### config.mk
export PLATFORM = sky130hd
export DESIGN_NAME = pos_cache_mu_arbiter_flat
export DESIGN_NICKNAME = d
export VERILOG_FILES = /design/src/rtl/pos_cache_mu_arbiter_pkg.sv /design/src/rtl/pos_cache_mu_arbiter_if.sv /design/src/rtl/pos_cache_mu_arbiter_rr_arbiter_onehot.sv /design/src/rtl/pos_cache_mu_arbiter.sv /design/src/flat_wrapper.sv
export SDC_FILE = /design/constraint.sdc
export NUM_CORES = 1
export LEC_CHECK = 0
export CORE_AREA = 2 2 221 223
export CTS_CLUSTER_SIZE = 30
export DETAILED_ROUTE_END_ITERATION = 10
export DIE_AREA = 0 0 223 225
export PLACE_DENSITY_LB_ADDON = 0.2
export SYNTH_ARGS = -nofsm -noshare
export SYNTH_HDL_FRONTEND = slang
export SYNTH_SLANG_ARGS = --single-unit
### constraint.sdc
create_clock -name clk -period 5.5 [get_ports clk]
set_input_delay 1.65 -clock clk [delete_from_list [all_inputs] [get_ports clk]]
set_output_delay 1.65 -clock clk [all_outputs]
set_load 0.02 [all_outputs]
### src/rtl/pos_cache_mu_arbiter_pkg.sv
// Shared types and default widths for the motion-update broadcast arbiter.
package pos_cache_mu_arb_pkg;

  localparam int unsigned NUM_REQ_DEF        = 4;
  localparam int unsigned DATA_WIDTH_DEF     = 32;
  localparam int unsigned CELL_ID_WIDTH_DEF  = 4;
  localparam int unsigned HOLDOFF_CYCLES_DEF = 3;
  localparam int unsigned COUNT_WIDTH_DEF    = 16;
  localparam int unsigned POS_WIDTH          = 3 * DATA_WIDTH_DEF;

  typedef enum logic [2:0] {
    ST_IDLE,
    ST_RUN,
    ST_DRAIN,
    ST_HOLDOFF,
    ST_DONE
  } state_t;

  // Packed {posz, posy, posx} width for a given per-axis width.
  function automatic int unsigned pos_width(input int unsigned data_width);
    return 3 * data_width;
  endfunction

endpackage

### src/rtl/pos_cache_mu_arbiter_if.sv
// Requester handshake and cache broadcast bus of the motion-update arbiter.
interface pos_cache_mu_arbiter_if
  import pos_cache_mu_arb_pkg::*;
#(
  parameter int unsigned NUM_REQ       = NUM_REQ_DEF,
  parameter int unsigned DATA_WIDTH    = DATA_WIDTH_DEF,
  parameter int unsigned CELL_ID_WIDTH = CELL_ID_WIDTH_DEF
);

  logic [NUM_REQ-1:0]                 req_valid;
  logic [NUM_REQ*3*DATA_WIDTH-1:0]    req_data;
  logic [NUM_REQ*3*CELL_ID_WIDTH-1:0] req_dst_cell;
  logic [NUM_REQ-1:0]                 req_done;
  logic [NUM_REQ-1:0]                 req_ready;
  logic                               motion_update_enable;
  logic [3*DATA_WIDTH-1:0]            out_data;
  logic [3*CELL_ID_WIDTH-1:0]         out_data_dst_cell;
  logic                               out_data_valid;

  // Requesters and caches side.
  modport master (
    output req_valid, req_data, req_dst_cell, req_done,
    input  req_ready, motion_update_enable, out_data, out_data_dst_cell, out_data_valid
  );

  // Arbiter side.
  modport slave (
    input  req_valid, req_data, req_dst_cell, req_done,
    output req_ready, motion_update_enable, out_data, out_data_dst_cell, out_data_valid
  );

endinterface

### src/rtl/pos_cache_mu_arbiter_rr_arbiter_onehot.sv
// Round-robin one-hot grant; search begins one past the last granted index.
module rr_arbiter_onehot #(
  parameter int unsigned NUM_REQ = 4
) (
  input  logic               clk,
  input  logic               rst_n,
  input  logic [NUM_REQ-1:0] req,
  input  logic               advance,
  output logic [NUM_REQ-1:0] grant
);

  localparam int unsigned PTR_W = (NUM_REQ > 1) ? $clog2(NUM_REQ) : 1;

  logic [PTR_W-1:0] ptr;
  logic [PTR_W-1:0] gidx;
  logic [PTR_W-1:0] idx;
  logic             found;

  always_comb begin
    grant = '0;
    gidx  = '0;
    idx   = '0;
    found = 1'b0;
    for (int k = 0; k < int'(NUM_REQ); k++) begin
      idx = PTR_W'((int'(ptr) + k) % int'(NUM_REQ));
      if (!found && req[idx]) begin
        grant[idx] = 1'b1;
        gidx       = idx;
        found      = 1'b1;
      end
    end
  end

  always_ff @(posedge clk or negedge rst_n) begin
    if (!rst_n) begin
      ptr <= '0;
    end else if (advance) begin
      ptr <= (gidx == PTR_W'(NUM_REQ - 1)) ? '0 : gidx + PTR_W'(1);
    end
  end

endmodule

### src/rtl/pos_cache_mu_arbiter.sv
// Motion-update broadcast arbiter: round-robin grant, drain, holdoff, done pulse.
// Optional particle counter built when POS_CACHE_MU_ARB_COUNT_EN is defined.
module pos_cache_mu_arbiter
  import pos_cache_mu_arb_pkg::*;
#(
  parameter int unsigned NUM_REQ        = NUM_REQ_DEF,
  parameter int unsigned DATA_WIDTH     = DATA_WIDTH_DEF,
  parameter int unsigned CELL_ID_WIDTH  = CELL_ID_WIDTH_DEF,
  parameter int unsigned HOLDOFF_CYCLES = HOLDOFF_CYCLES_DEF,
  parameter int unsigned COUNT_WIDTH    = COUNT_WIDTH_DEF
) (
  input  logic                   clk,
  input  logic                   rst_n,
  input  logic                   start,
  pos_cache_mu_arbiter_if.slave  bus,
  output logic                   busy,
  output logic                   done,
  output logic [COUNT_WIDTH-1:0] total_count
);

  localparam int unsigned PW   = pos_width(DATA_WIDTH);
  localparam int unsigned CW   = 3 * CELL_ID_WIDTH;
  localparam int unsigned HC_W = $clog2(HOLDOFF_CYCLES);

  state_t            state, state_n;
  logic [HC_W-1:0]   hold_cnt;
  logic [NUM_REQ-1:0] arb_req, grant;
  logic              xfer, exit_c;
  logic [PW-1:0]     sel_data;
  logic [CW-1:0]     sel_dst;

  assign arb_req       = (state == ST_RUN) ? bus.req_valid : '0;
  assign xfer          = |grant;
  assign bus.req_ready = grant;
  assign exit_c        = (&bus.req_done) && !(|bus.req_valid);

  rr_arbiter_onehot #(.NUM_REQ(NUM_REQ)) u_arb (
    .clk     (clk),
    .rst_n   (rst_n),
    .req     (arb_req),
    .advance (xfer),
    .grant   (grant)
  );

  // Select the granted requester's slice; grant is one-hot so OR-ing is safe.
  always_comb begin
    sel_data = '0;
    sel_dst  = '0;
    for (int i = 0; i < int'(NUM_REQ); i++) begin
      if (grant[i]) begin
        sel_data = sel_data | bus.req_data[i*PW +: PW];
        sel_dst  = sel_dst  | bus.req_dst_cell[i*CW +: CW];
      end
    end
  end

  always_comb begin
    state_n = state;
    unique case (state)
      ST_IDLE:    if (start) state_n = ST_RUN;
      ST_RUN:     if (exit_c) state_n = ST_DRAIN;
      ST_DRAIN:   state_n = ST_HOLDOFF;
      ST_HOLDOFF: if (hold_cnt == HC_W'(HOLDOFF_CYCLES - 1)) state_n = ST_DONE;
      ST_DONE:    state_n = ST_IDLE;
      default:    state_n = ST_IDLE;
    endcase
  end

  always_ff @(posedge clk or negedge rst_n) begin
    if (!rst_n) begin
      state    <= ST_IDLE;
      hold_cnt <= '0;
    end else begin
      state    <= state_n;
      hold_cnt <= (state == ST_HOLDOFF) ? hold_cnt + HC_W'(1) : '0;
    end
  end

  // Outputs are registered from the next state so they line up with the state.
  always_ff @(posedge clk or negedge rst_n) begin
    if (!rst_n) begin
      bus.motion_update_enable <= 1'b0;
      bus.out_data_valid       <= 1'b0;
      bus.out_data             <= '0;
      bus.out_data_dst_cell    <= '0;
      busy                     <= 1'b0;
      done                     <= 1'b0;
    end else begin
      bus.motion_update_enable <= (state_n == ST_RUN) || (state_n == ST_DRAIN);
      bus.out_data_valid       <= xfer;
      bus.out_data             <= xfer ? sel_data : '0;
      bus.out_data_dst_cell    <= xfer ? sel_dst : '0;
      busy                     <= state_n inside {ST_RUN, ST_DRAIN, ST_HOLDOFF};
      done                     <= (state_n == ST_DONE);
    end
  end

`ifdef POS_CACHE_MU_ARB_COUNT_EN
  always_ff @(posedge clk or negedge rst_n) begin
    if (!rst_n) begin
      total_count <= '0;
    end else if ((state == ST_IDLE) && start) begin
      total_count <= '0;
    end else if (xfer && (total_count != '1)) begin
      total_count <= total_count + COUNT_WIDTH'(1);
    end
  end
`else
  assign total_count = '0;
`endif

endmodule

### src/flat_wrapper.sv
// flat-port wrapper written by rule: the top's interface ports become plain ports
module pos_cache_mu_arbiter_flat import pos_cache_mu_arb_pkg::*;
#(
  parameter int unsigned NUM_REQ        = NUM_REQ_DEF,
  parameter int unsigned DATA_WIDTH     = DATA_WIDTH_DEF,
  parameter int unsigned CELL_ID_WIDTH  = CELL_ID_WIDTH_DEF,
  parameter int unsigned HOLDOFF_CYCLES = HOLDOFF_CYCLES_DEF,
  parameter int unsigned COUNT_WIDTH    = COUNT_WIDTH_DEF
)
  (clk, rst_n, start, busy, done, total_count, bus_req_valid, bus_req_data, bus_req_dst_cell, bus_req_done, bus_req_ready, bus_motion_update_enable, bus_out_data, bus_out_data_dst_cell, bus_out_data_valid);
  pos_cache_mu_arbiter_if #(.NUM_REQ(NUM_REQ), .DATA_WIDTH(DATA_WIDTH), .CELL_ID_WIDTH(CELL_ID_WIDTH)) bus_i ();
  input  logic clk;
  input  logic rst_n;
  input  logic start;
  output logic busy;
  output logic done;
  output logic [COUNT_WIDTH-1:0] total_count;
  input wire logic [$bits(bus_i.req_valid)-1:0] bus_req_valid;
  input wire logic [$bits(bus_i.req_data)-1:0] bus_req_data;
  input wire logic [$bits(bus_i.req_dst_cell)-1:0] bus_req_dst_cell;
  input wire logic [$bits(bus_i.req_done)-1:0] bus_req_done;
  output wire logic [$bits(bus_i.req_ready)-1:0] bus_req_ready;
  output wire logic [$bits(bus_i.motion_update_enable)-1:0] bus_motion_update_enable;
  output wire logic [$bits(bus_i.out_data)-1:0] bus_out_data;
  output wire logic [$bits(bus_i.out_data_dst_cell)-1:0] bus_out_data_dst_cell;
  output wire logic [$bits(bus_i.out_data_valid)-1:0] bus_out_data_valid;
  assign bus_i.req_valid = bus_req_valid;
  assign bus_i.req_data = bus_req_data;
  assign bus_i.req_dst_cell = bus_req_dst_cell;
  assign bus_i.req_done = bus_req_done;
  assign bus_req_ready = bus_i.req_ready;
  assign bus_motion_update_enable = bus_i.motion_update_enable;
  assign bus_out_data = bus_i.out_data;
  assign bus_out_data_dst_cell = bus_i.out_data_dst_cell;
  assign bus_out_data_valid = bus_i.out_data_valid;
  pos_cache_mu_arbiter #(.NUM_REQ(NUM_REQ), .DATA_WIDTH(DATA_WIDTH), .CELL_ID_WIDTH(CELL_ID_WIDTH), .HOLDOFF_CYCLES(HOLDOFF_CYCLES), .COUNT_WIDTH(COUNT_WIDTH)) u_core (.clk(clk), .rst_n(rst_n), .start(start), .bus(bus_i), .busy(busy), .done(done), .total_count(total_count));
endmodule
# [Word-level counts from Yosys, hierarchy flattened]
# Cells that the tools add are included.
[word_totals] input_bits=443 elab_cells=102 out_inout_bits=132 ff_bits=119
[op_classes] n_bitwise=9 muxes=44 n_reduce_logical=18 order_cmp=8 eq_ne=9 n_addsub=5
[ops] op="96-bit 2-to-1 mux" n=5
[ops] op="96-bit bitwise OR" n=3
[ops] op="12-bit 2-to-1 mux" n=5
[ops] op="12-bit bitwise OR" n=3
[ops] op="4-bit 2-to-1 mux" n=5
[ops] op="3-bit by 2-bit == test with 1-bit output, second input constant" n=4
[ops] op="2-bit by 3-bit less-than comparator with 1-bit output, second input constant" n=4
[ops] op="2-bit 2-to-1 mux" n=6
[ops] op="4-bit bitwise OR" n=3
[ops] op="3-bit one-hot mux with 4 select lines" n=1
[ops] op="1-bit 2-to-1 mux" n=11
[ops] op="3-bit 2-to-1 mux" n=3
[ops] op="1-bit binary-select mux with 2-bit select" n=4
[ops] op="1-bit demux with 2-bit select" n=4
[ops] op="2-bit by 1-bit >= comparator with 1-bit output, second input constant" n=4
[ops] op="1-bit logical AND" n=8
[ops] op="4-bit OR reduction" n=2
[ops] op="2-bit by 1-bit adder with 2-bit output, second input constant" n=3
[ops] op="3-bit by 1-bit == test with 1-bit output, second input constant" n=2
[ops] op="2-bit adder, second input constant" n=2
[ops] op="2-bit == test, second input constant" n=2
[ops] op="1-bit logical NOT" n=4
[ops] op="4-bit AND reduction" n=1
[ops] op="3-bit == test, second input constant" n=1
[ops] op="other kinds (3)" n=3

# [Depth between registers and ports, before layout]
# Gate-level depths: netlist (run 1).
[logic_depth] depth_word=22 depth_mapped=14 depth_no_buf=9

# [Cells and area by module]
# Synthesis (run 1) repeated with hierarchy kept, for this count alone.
[hier_totals] cells_unflattened=594 area_unflattened_um2=6000.8
[modules_own_cells] module="pos_cache_mu_arbiter" instances=1 area_per_inst_um2=5451.5 cells_per_inst=533 seq_area_each_um2=2927.8
[modules_own_cells] module="rr_arbiter_onehot" instances=1 area_per_inst_um2=549.3 cells_per_inst=61 seq_area_each_um2=50.0

# [Worst setup path before layout (run 1)]
# OpenSTA, ideal clock, no wires.
[synth_timing] kind="in2out" start="input bus_req_valid[1]" end="output bus_req_ready[1]" path_buffers=3 path_slack_ns=0.588 t_arrival_ns=3.262 required_ns=3.850 stages=7 cell_sequence="buf_2 mux4_2 a311oi_2 nand3_1 o21ai_1 buf_2 buf_2"
[synth_via] elab_chain_cells=13 elab_cells_between_ends=25 cone_classes="mux: 16; bitwise: 3; reduce/logical: 6"
[synth_rtl] item="start, declared" line_no="flat_wrapper.sv:18" rtl="input wire logic [$bits(bus_i.req_valid)-1:0] bus_req_valid;"
[synth_rtl] item="4-bit 2-to-1 mux *" line_no="pos_cache_mu_arbiter.sv:32" rtl="assign arb_req = (state == ST_RUN) ? bus.req_valid : '0;"
[synth_rtl] item="1-bit binary-select mux with 2-bit select" line_no="pos_cache_mu_arbiter_rr_arbiter_onehot.sv:26" rtl="if (!found && req[idx]) begin"
[synth_rtl] item="1-bit 2-to-1 mux (implied by the code)" line_no="pos_cache_mu_arbiter_rr_arbiter_onehot.sv:26"
[synth_rtl] item="1-bit 2-to-1 mux" line_no="pos_cache_mu_arbiter_rr_arbiter_onehot.sv:26"
[synth_rtl] item="1-bit logical NOT" line_no="pos_cache_mu_arbiter_rr_arbiter_onehot.sv:26"
[synth_rtl] item="1-bit logical AND" line_no="pos_cache_mu_arbiter_rr_arbiter_onehot.sv:26"
[synth_rtl] item="1-bit 2-to-1 mux" line_no="pos_cache_mu_arbiter_rr_arbiter_onehot.sv:26"
[synth_rtl] item="1-bit logical NOT" line_no="pos_cache_mu_arbiter_rr_arbiter_onehot.sv:26"
[synth_rtl] item="1-bit logical AND" line_no="pos_cache_mu_arbiter_rr_arbiter_onehot.sv:26"
[synth_rtl] item="1-bit 2-to-1 mux" line_no="pos_cache_mu_arbiter_rr_arbiter_onehot.sv:26"
[synth_rtl] item="1-bit logical NOT" line_no="pos_cache_mu_arbiter_rr_arbiter_onehot.sv:26"
[synth_rtl] item="1-bit logical AND" line_no="pos_cache_mu_arbiter_rr_arbiter_onehot.sv:26"
[synth_rtl] item="4-bit 2-to-1 mux *" line_no="pos_cache_mu_arbiter_rr_arbiter_onehot.sv:26"
[synth_rtl] item="end, declared" line_no="flat_wrapper.sv:22" rtl="output wire logic [$bits(bus_i.req_ready)-1:0] bus_req_ready;"
# Every way passes the cells marked *; elsewhere a longest branch is shown, timed or not. The select of a mux whose other input is x is not followed.

# [Worst setup path in the final report (run 1)]
[layout_timing] start="input bus_req_valid[2]" end="output bus_req_ready[2]"
# The elaborated chain is that of the path after synthesis.

==> results of run 1 <==
-- worst register-to-register path: stages, from the launching register on --
cell and delay [ns]:
dfrtp_1 0.58, inv_1 0.18, ha_1 0.44, or3b_1 0.42
a2111o_1 0.43, nand3_2 0.14, a221oi_1 0.13, o21ai_4 0.22
buf_4 0.57, buf_4 0.83, a22oi_1 0.31, nand2_1 0.12
-- worst paths after layout --
path | from | endpoint | slack [ns] | depth (start not counted)
setup / recovery | bus_req_valid[2] | bus_req_ready[2] | 0.12 | 7
hold / removal | u_core.hold_cnt[0]$_DFF_PN0_ | u_core.hold_cnt[0]$_DFF_PN0_ | 0.43 | 1
setup reg to reg | u_core.u_arb.ptr[1]$_DFFE_PN0P_ | u_core.bus.out_data[28]$_DFF_PN0_ | 1.06 | 11
hold reg to reg | u_core.hold_cnt[0]$_DFF_PN0_ | u_core.hold_cnt[0]$_DFF_PN0_ | 0.43 | 1
max in group asynchronous | rst_n | u_core.bus.out_data[38]$_DFF_PN0_ | 3.56 | 2
min in group asynchronous | rst_n | u_core.bus.out_data[26]$_DFF_PN0_ | 1.13 | 1
-- placed cells by master, fill, tap and decap left out, types with 2 or more instances in the layout --
master and count:
a21oi_1 4, a221oi_1 2, a221oi_2 2, a22oi_1 216, buf_4 16, bufinv_16 3, clkbuf_16 17, clkbuf_2 2
clkdlybuf4s50_1 553, clkinv_2 5, clkinv_4 2, clkinvlp_4 3, conb_1 16, dfrtp_1 119, diode_2 4, dlygate4sd2_1 2
ha_1 8, inv_1 5, mux4_2 2, nand2_1 120, nand3_1 2, nand3b_1 3, nand4b_1 3, nor2_1 12
nor2_4 2, nor3_1 4, nor3b_1 2, o21a_1 2, o21ai_0 2, o21ai_1 2, o21ai_4 2
-- layer usage --
layer	global-route usage (%)	up-vias
met4	7.64	2
li1	-	3318
met1	13.6	3277
met2	23.2	380
met3	4.71	46
met5	0	-
-- metrics by stage --
stage               worst slack, ns  utilization (%)  cells  total power [mW]
finish                        0.116             27.0   1773              7.30
global route               -0.00620             27.0   1772              7.85
CTS                          0.0117             27.0   1769              7.50
detailed placement           -0.267             25.7   1737              6.27
global placement             -0.246             25.7   1737              6.29
floorplan                     0.588                -    618              4.17
-- cell type report --
cell class	count	area, um2	share of cell area, %
repair buffers	575	5710	44.6
flip-flops and latches	119	2980	23.2
multi-input cells	423	2740	21.3
well taps	615	769	6.00
clock buffers	19	443	3.45
clock inverters	13	155	1.21
inverters	5	18.8	0.146
diodes	4	10.0	0.0780
-- state kept, by name, summed over array words and instances (netlist names) --
register and flops:
u_core.bus.out_data 96, u_core.bus.out_data_dst_cell 12, u_core.state 3, u_core.hold_cnt 2
u_core.u_arb.ptr 2, u_core.bus.motion_update_enable 1, u_core.bus.out_data_valid 1, u_core.busy 1
u_core.done 1
-- cells by family after synthesis --
group	Yosys count	synth area share (%)
adder cells (fa/ha/maj)	8	1.66
XOR/XNOR	1	0.145
flip-flops	119	49.2
other	1	0.0620
AO/OA/AOI/OAI	237	29.5
buffers and inverters	76	7.07
multiplexers	5	1.34
AND/OR/NAND/NOR	156	11.0
-- power by group --
group          internal [mW]  switching, mW  leakage (nW)  total, mW
clock network          0.718          0.464         0.289       1.18
registers               1.34          0.136          1.46       1.47
logic                   1.91           2.74          3.46       4.65
total                   3.97           3.34          5.21       7.30
-- what timing repair did --
item,4_1_cts,5_1_grt
resized for setup,5,3
gates cloned,0,0
endpoints found under the hold margin,0,0
endpoints found under the setup margin,4,3
==> results_dict.tcl, run 1 <==
set metrics [dict create \
    leading_post_synthesis_cells_by_instance_count "a22oi_1, nand2_1, dfrtp_1, buf_2, buf_4" \
    tritoncts.num_buffers 17 \
    dieHeight_um 225 \
    final.setup_skew_ns 0.0115 \
    detailroute.wirelength.met2_um 17500 \
    ys_dominant_reg_cell "dfrtp_1" \
    yosysSeqAreaShare_pct 49.2 \
    final_design_area_no_fill_mm2 0.0128 \
    cp_top_family "buffers and inverters" \
    post_dp_cell_area_mm2 0.0122 \
    areaGrowthSynthToFinish_pct 112 \
    core_region_area_mm2 0.0475 \
    postSynth.asyncResetShare_pct 100 \
    worst_path_cell_trace "clkdlybuf4s50_1 -> or3b_1 -> a2111o_1 -> nand3_2 -> a221oi_2 -> nor2_4 -> dlygate4sd2_1" \
    netlist.area_leader.share_pct 49.2 \
    number_of_buffers_and_inverters_on_the_critical_path 2 \
    drt-met1-wl_um 12200 \
    critPathLaunchType "primary input" \
    synth_cells 603 \
    routabilityCongestion 0.804 \
    grt_pass1_vias 7283 \
    synthTopCellsByArea "dfrtp_1, a22oi_1, nand2_1, buf_4, buf_2" \
    maxCapViolations 0 \
    route.vias.total 7023 \
    globalRouteTotalUtil_pct 13.2 \
    clock_tree_from_tritoncts "yes" \
    crit_type "primary input to output port" \
    start_util_pct 12.7 \
    final.min_clock_period_ns 5.38 \
    synthesis.area_per_instance_um2 10.0 \
    worstMarginPinSlew_ns 0.906 \
    cts-htree-levels 4 \
    final_nets 1592 \
    drc_errors 0 \
    die_area_mm2 0.0502 \
    hp-class "flip-flop to flip-flop" \
    design.portCount 575 \
    max_fclk_ghz 0.186 \
    avgViaCountPerCell 3.96 \
    final_layout_size_suffix_gt1_share_pct 5.63 \
    detail_route.wirelength_um 34000 \
    ys_seq_elements 119 \
    finalCritPeriodShare_pct 97.9 \
    finalSetupTns_ns 0 \
    wire_per_inst_um 19.1 \
    grt_pass1_wl_um 47700 \
    ir_worst_vdd_mv 0.403 \
    fill_cells 5038 \
    max-slew-margin-rel_pct 39.6 \
    cts_root_buffer "clkbuf_16" \
    synth_area_leader_cell "dfrtp_1" \
    count_of_flip_flops_with_a_built_in_enable_after_synthesis 0 \
    critPathRequiredTime_ns 3.85 \
    synth-warning-count 0 \
    port_buffers 558 \
    met3_length_um 3000 \
    detailedPlacementHpwl_um 25600 \
    timing.final.setup_violations 0 \
    timing_hold_violations_final 0 \
    crit_path_end_kind "output port" \
    power-per-cell-area_mw_per_mm2 570 \
    clk_transition_reported_paths_ns 0.05 \
    postCtsHoldBufs 0 \
    cts_setup_buffers 0 \
    antenna_violations_before_repair 6 \
    first_iter_violations 376 \
    globalRouteOverflowTotal 0 \
    maxSlewViolCount 0 \
    std_cell_rows 80 \
    timing.critical_path.slowest_cell_delay_ns 0.53 \
    static-leakage-power_nw 5.21 \
    yosys.cell_count.top_type "a22oi_1" \
    cts.sinks 119 \
    ctsLongestPathBuffers 2 \
    arrival_ns 3.73 \
    pin_count_of_the_biggest_net_entering_global_routing 67 \
    worst-path-max-fanout 5 \
    top_signal_layer_used "met5" \
    fin_hold_ws_ns 0.434 \
    grt_setup_unrepaired "true" \
    synth_cell_types 41 \
    detailedRoute.firstPassIterationCount 5 \
    post_synth_instance_area_mm2 0.00605 \
    run_status "complete, no violations" \
    die_w_um 223 \
    crit_path_top_delay_cell "clkdlybuf4s50_1" \
    drtAntennaViolNets 0 \
    clkLatencyLatePin_ns 0.48 \
]
Power figures use the tool's default switching activity.
==> inputs of run 2 (changes only) <==
--- a/config.mk
+++ b/config.mk
@@ -5,10 +5,11 @@
 export SDC_FILE = /design/constraint.sdc
 export NUM_CORES = 1
 export LEC_CHECK = 0
-export CORE_AREA = 2 2 221 223
+export CORE_AREA = 2 2 226 228
 export CTS_CLUSTER_SIZE = 30
 export DETAILED_ROUTE_END_ITERATION = 10
-export DIE_AREA = 0 0 223 225
+export DIE_AREA = 0 0 228 230
+export DONT_BUFFER_PORTS = 1
 export PLACE_DENSITY_LB_ADDON = 0.2
 export SYNTH_ARGS = -nofsm -noshare
 export SYNTH_HDL_FRONTEND = slang
==> run 2 against run 1 <==
  * Sequential share of layout area up 18 points
  * Critical path depth unchanged
  * Fmax up 14%
  * Utilization down 12 points
  * Largest power group unchanged
  * Clock power up 5%
  * Via count down 27%
  * Die area up 4.5%
  * Sequential cell count unchanged
  * Total power down 16%
  * First-iteration DRC count up 22%
==> results_dict.tcl, run 2 (synthesis results as in run 1) <==
set metrics [dict create \
    power-per-cell-area_mw_per_mm2 839 \
    crit-reg2reg-launch "u_core.u_arb.ptr[1]$_DFFE_PN0P_" \
    final.setup_skew_ns 0.0124 \
    dp.cells 1228 \
    run_status "complete, no violations" \
    worst_path_cell_trace "inv_1 -> ha_1 -> or3b_1 -> a2111o_1 -> nand3_2 -> a221oi_1 -> o21ai_4" \
    drc_errors 0 \
    max_flop_register "u_core.bus.out_data" \
    wire_per_inst_um 20.0 \
    routabilityCongestion 0.798 \
    grt_most_used_layer "met2" \
    detailedRoute.firstPassIterationCount 5 \
    timing.critical_path.slowest_cell_delay_ns 0.61 \
    maxSlewViolCount 0 \
    drtAntennaViolNets 0 \
    finalNonFillerCells 1268 \
    worstSetupPathDepth 7 \
    worstMarginPinSlew_ns 0.774 \
    cts_setup_buffers 0 \
    start_util_pct 12.1 \
    max-slew-margin-rel_pct 48.4 \
    grt_util_met3_pct 4.44 \
    dieHeight_um 230 \
    clk_transition_reported_paths_ns 0.07 \
    final.min_clock_period_ns 4.72 \
    finalSetupTns_ns 0 \
    port_buffers 0 \
    clock_network_fraction_of_total_power_pct 20.3 \
    timing.final.setup_violations 0 \
    grt_pass1_wl_um 35300 \
    cts-htree-levels 4 \
    critPathLaunchType "flip-flop" \
    cp_top_family "compound AO/OA/AOI/OAI gates" \
    finalCritPeriodShare_pct 85.9 \
    avgViaCountPerCell 4.05 \
    postCtsHoldBufs 0 \
    maxCapViolations 0 \
    fin_hold_ws_ns 0.424 \
    critical_path.startpoint "u_core.u_arb.ptr[1]$_DFFE_PN0P_" \
    max_fclk_ghz 0.212 \
    globalRouteTotalUtil_pct 9.41 \
    power.share.switching_pct 49.9 \
    worst-path-max-fanout 12 \
    fill_cells 5633 \
    crit_path_end_kind "output port" \
    gr-usage-met2_pct 15.3 \
    number_of_buffers_and_inverters_on_the_critical_path 1 \
    worstSetupEndpoint "bus_req_ready[1]" \
    seq_power_share_pct 34.0 \
    power.net_switching_mw 3.06 \
    clock_tree_from_tritoncts "yes" \
    cts.sinks 119 \
    static-leakage-power_nw 3.01 \
    cts_root_buffer "clkbuf_16" \
    r2r_cells 11 \
    antenna_violations_before_repair 12 \
    core_region_area_mm2 0.0499 \
    final_layout_size_suffix_gt1_share_pct 9.35 \
    final_common_cell "a22oi_1" \
    hp-class "flip-flop to flip-flop" \
    crit_path_top_delay_cell "dfrtp_1" \
    design.portCount 575 \
    mostFrequentLayoutCells "a22oi_1, nand2_1, dfrtp_1" \
    globalRouteOverflowTotal 0 \
    std_cell_rows 82 \
    largest_register_ffs 96 \
    detailedPlacementHpwl_um 19200 \
    pin_count_of_the_biggest_net_entering_global_routing 120 \
    grt_pass1_vias 5092 \
    critPathRequiredTime_ns 3.85 \
    crit_type "flip-flop to output port" \
    comb_pwr_share_pct 45.7 \
    final_core_utilization_pct 14.6 \
    route.vias.total 5136 \
    tritoncts.num_buffers 17 \
    rrSetupSlack_ns 1.07 \
    arrival_ns 3.07 \
    die_w_um 228 \
    internal-power_mw 3.07 \
    regToRegEndpoint "u_core.bus.out_data[93]$_DFF_PN0_" \
    detail_route.wirelength_um 25400 \
    cts_repair_resize_count 0 \
    areaGrowthSynthToFinish_pct 20.7 \
    timing_hold_violations_final 0 \
    grt_setup_unrepaired "false" \
    ctsLongestPathBuffers 2 \
    die_area_mm2 0.0524 \
    ir_worst_vdd_mv 0.212 \
    final_nets 1026 \
    clkLatencyLatePin_ns 0.47 \
    first_iter_violations 459 \
    reg.largest.list "u_core.bus.out_data (96), u_core.bus.out_data_dst_cell (12), u_core.state (3)" \
    globalRouteMet1Util_pct 9.69 \
]
-- run 2: metrics by stage --
| stage | worst slack, ns | total power, mW | instance area, um2 |
|---|---|---|---|
| after floorplan | 0.588 | 4.17 | 6100 |
| after global placement | 0.764 | 4.94 | 6640 |
| after detailed placement | 0.747 | 4.95 | 6640 |
| after CTS | 0.700 | 6.24 | 7280 |
| after global routing | 0.574 | 6.59 | 7300 |
| final | 0.775 | 6.12 | 7300 |
-- run 2: worst min-delay path by stage --
stage                                       from                      endpoint  depth (start not counted)
global placement    u_core.hold_cnt[0]$_DFF_PN0_  u_core.hold_cnt[0]$_DFF_PN0_                          1
finish              u_core.hold_cnt[0]$_DFF_PN0_  u_core.hold_cnt[0]$_DFF_PN0_                          1
CTS                 u_core.hold_cnt[0]$_DFF_PN0_  u_core.hold_cnt[0]$_DFF_PN0_                          1
floorplan           u_core.hold_cnt[0]$_DFF_PN0_  u_core.hold_cnt[0]$_DFF_PN0_                          1
global route        u_core.hold_cnt[0]$_DFF_PN0_  u_core.hold_cnt[0]$_DFF_PN0_                          1
detailed placement  u_core.hold_cnt[0]$_DFF_PN0_  u_core.hold_cnt[0]$_DFF_PN0_                          1
-- run 2: layout make-up --
class / instances / area (um2) / area share, %
clock buffer: 18 / 439 / 6.02
inverter: 5 / 18.8 / 0.257
tap: 672 / 841 / 11.5
clock inverter: 14 / 198 / 2.71
timing repair buffer: 9 / 67.6 / 0.926
multi-input combinational: 423 / 2740 / 37.5
sequential: 119 / 2980 / 40.8
antenna: 8 / 20.0 / 0.274
-- run 2: power groups by stage --
stage               clock [mW]  sequential (mW)  combinational (mW)
floorplan                    0             1.98                2.19
global placement             0             2.14                2.81
detailed placement           0             2.11                2.84
CTS                       1.30             2.10                2.83
global route              1.34             2.12                3.13
finish                    1.24             2.08                2.80
-- run 2: layer usage --
metal  vias up  share of wire [%]
li1       2198                  -
met1      2507                 36
met2       367                 48
met3        56                 10
met4         8                4.8
met5         -               0.21
-- run 2: worst reg2reg max path, cell delays in order (launching register included) --
cell      delay [ns]
dfrtp_1         0.61
inv_1           0.18
ha_1            0.43
or3b_1          0.40
a2111o_1        0.42
nand3_2         0.15
a221oi_1        0.14
o21ai_4         0.28
buf_4           0.53
buf_4           0.74
a22oi_1         0.34
nand2_1         0.13
==> inputs of run 3 (changes only) <==
==> constraint.sdc (replaced) <==
create_clock -name clk -period 5.5 [get_ports clk]
set_input_delay 1.375 -clock clk [delete_from_list [all_inputs] [get_ports clk]]
set_output_delay 1.375 -clock clk [all_outputs]
set_load 0.02 [all_outputs]
==> run 3 against run 2 <==
  * Global-route usage down 0.12 points
  * Sequential share of layout area is 0.45 points higher
  * Clock power fell by 14%
  * Fmax increased by 5.6%
  * Sequential cell count stayed put
  * Clock skew shrank 0.0010 ns
  * Via count fell by 0.29%
  * Utilization down 0.16 points
  * Routed wire length is 2.3% lower
  * Setup slack better by 0.25 ns
  * Largest power group unchanged
  * Hold slack improved by 0.012 ns
  * Non-clock buffer count is 1 lower
==> results_dict.tcl, run 3 (synthesis results as in run 1) <==
set metrics [dict create \
    postCtsHoldBufs 0 \
    final.setup_skew_ns 0.0114 \
    timing_hold_violations_final 0 \
    total_power_mw 5.95 \
    crit_path_top_delay_cell "dfrtp_1" \
    timing.final.setup_violations 0 \
    clkLatencyLatePin_ns 0.46 \
    wire_per_inst_um 19.6 \
    cts_repair_resize_count 0 \
    rrSetupSlack_ns 1.25 \
    antenna_violations_before_repair 12 \
    hp-class "flip-flop to flip-flop" \
    final_core_utilization_pct 14.5 \
    globalRouteTotalUtil_pct 9.29 \
    mostFrequentLayoutCells "a22oi_1, nand2_1, dfrtp_1" \
    fill_cells 5646 \
    crit-reg2reg-launch "u_core.u_arb.ptr[1]$_DFFE_PN0P_" \
    worstMarginPinSlew_ns 0.727 \
    design.portCount 575 \
    dieHeight_um 230 \
    largest_register_ffs 96 \
    static-leakage-power_nw 2.96 \
    avgViaCountPerCell 4.04 \
    detailroute.wirelength.met2_um 12000 \
    clock_tree_from_tritoncts "yes" \
    drt-met1-wl_um 8920 \
    die_w_um 228 \
    crit_type "flip-flop to output port" \
    core_region_area_mm2 0.0499 \
    timing.critical_path.slowest_cell_delay_ns 0.57 \
    worstHoldEndpoint "u_core.hold_cnt[0]$_DFF_PN0_" \
    number_of_buffers_and_inverters_on_the_critical_path 1 \
    globalRouteOverflowTotal 0 \
    finalCritPeriodShare_pct 81.4 \
    crit_path_end_kind "output port" \
    max-slew-margin-rel_pct 50.3 \
    r2r_cells 11 \
    routabilityCongestion 0.786 \
    port_buffers 0 \
    hold_path.startpoint "u_core.hold_cnt[0]$_DFF_PN0_" \
    hold-path-cell-count 1 \
    met3_length_um 2530 \
    grt_pass1_vias 5255 \
    route.vias.total 5121 \
    pin_count_of_the_biggest_net_entering_global_routing 120 \
    arrival_ns 3.10 \
    ctsLongestPathBuffers 2 \
    maxSlewViolCount 0 \
    worst_path_cell_trace "inv_1 -> ha_1 -> or3b_1 -> a2111o_1 -> nand3_2 -> a221oi_1 -> o21ai_4" \
    worst-path-max-fanout 12 \
    finalSetupTns_ns 0 \
    maxCapViolations 0 \
    cp_top_family "compound AO/OA/AOI/OAI gates" \
    final_common_cell "a22oi_1" \
    top_signal_layer_used "met5" \
    cts-htree-levels 4 \
    run_status "complete, no violations" \
    grt_setup_unrepaired "false" \
    drc_errors 0 \
    cts_setup_buffers 0 \
    detailedRoute.firstPassIterationCount 8 \
    std_cell_rows 82 \
    start_util_pct 12.1 \
    final_nets 1025 \
    die_area_mm2 0.0524 \
    max_flop_register "u_core.bus.out_data" \
    tritoncts.num_buffers 17 \
    power-per-cell-area_mw_per_mm2 824 \
    final_layout_size_suffix_gt1_share_pct 8.86 \
    critPathRequiredTime_ns 4.12 \
    drtAntennaViolNets 0 \
    clk_transition_reported_paths_ns 0.06 \
    ir_worst_vdd_mv 0.399 \
    final.min_clock_period_ns 4.48 \
    detail_route.wirelength_um 24800 \
    grt_pass1_wl_um 35100 \
    critPathLaunchType "flip-flop" \
    cts_root_buffer "clkbuf_16" \
    first_iter_violations 430 \
    detailedPlacementHpwl_um 18900 \
    max_fclk_ghz 0.223 \
    cts.sinks 119 \
    regToRegEndpoint "u_core.bus.out_data[90]$_DFF_PN0_" \
    reg.largest.list "u_core.bus.out_data (96), u_core.bus.out_data_dst_cell (12), u_core.state (3)" \
    areaGrowthSynthToFinish_pct 19.4 \
]
## run 3: cell types whose count changed in the layout (fill, tap and decap cells not counted), sizes merged
cell,previous run,this run
clkinv,5,7
clkinvlp,2,3
diode,8,9
buf,9,8
clkbuf,18,20
inv,8,6
bufinv,4,1
## run 3: metrics by stage
| stage | setup slack (ns) | cell area [um2] | hold slack [ns] | cells |
|---|---|---|---|---|
| global route | 0.828 | 7220 | 0.490 | 1268 |
| detailed placement | 1.08 | 6650 | 0.414 | 1227 |
| floorplan | 1.14 | 6100 | 0.403 | 618 |
| global placement | 1.17 | 6650 | 0.418 | 1227 |
| CTS | 0.955 | 7200 | 0.431 | 1259 |
| finish | 1.02 | 7220 | 0.436 | 1268 |
## run 3: how the worst max path moves through the flow
stage                                                from                                 to  depth (start not counted)
after detailed placement                 bus_req_valid[2]  u_core.bus.out_data[90]$_DFF_PN0_                          8
after global placement                   bus_req_valid[2]  u_core.bus.out_data[33]$_DFF_PN0_                          8
after global routing      u_core.u_arb.ptr[1]$_DFFE_PN0P_                   bus_req_ready[1]                          7
after floorplan                          bus_req_valid[1]                   bus_req_ready[1]                          7
final                     u_core.u_arb.ptr[1]$_DFFE_PN0P_                   bus_req_ready[1]                          7
after CTS                 u_core.u_arb.ptr[1]$_DFFE_PN0P_                   bus_req_ready[1]                          7
## run 3: area by class of cell
type / count / area, um2 / share of cell area (%)
clock inverters: 12 / 104 / 1.44
flip-flops and latches: 119 / 2980 / 41.2
diodes: 9 / 22.5 / 0.312
well taps: 672 / 841 / 11.6
clock buffers: 20 / 447 / 6.19
repair buffers: 8 / 72.6 / 1.01
multi-input cells: 423 / 2740 / 37.9
inverters: 5 / 18.8 / 0.260
## run 3: report_power, final
group / switching (mW) / internal, mW / leakage [nW]
sequential: 0.737 / 1.34 / 1.46
combinational: 1.84 / 0.960 / 1.23
clock: 0.441 / 0.628 / 0.266
total: 3.02 / 2.93 / 2.96
## run 3: metal layers
metal | track usage [%] | vias up
met5 | 0 | -
met4 | 6.86 | 6
li1 | - | 2195
met2 | 14.9 | 398
met1 | 9.69 | 2464
met3 | 4.09 | 58
## run 3: worst register-to-register path: stages, from the launching register on
cell and delay, ns:
dfrtp_1 0.57, inv_1 0.17, ha_1 0.43, or3b_1 0.41
a2111o_1 0.42, nand3_2 0.15, a221oi_2 0.11, nor2_4 0.25
buf_4 0.56, buf_4 0.74, a22oi_1 0.25, nand2_1 0.12
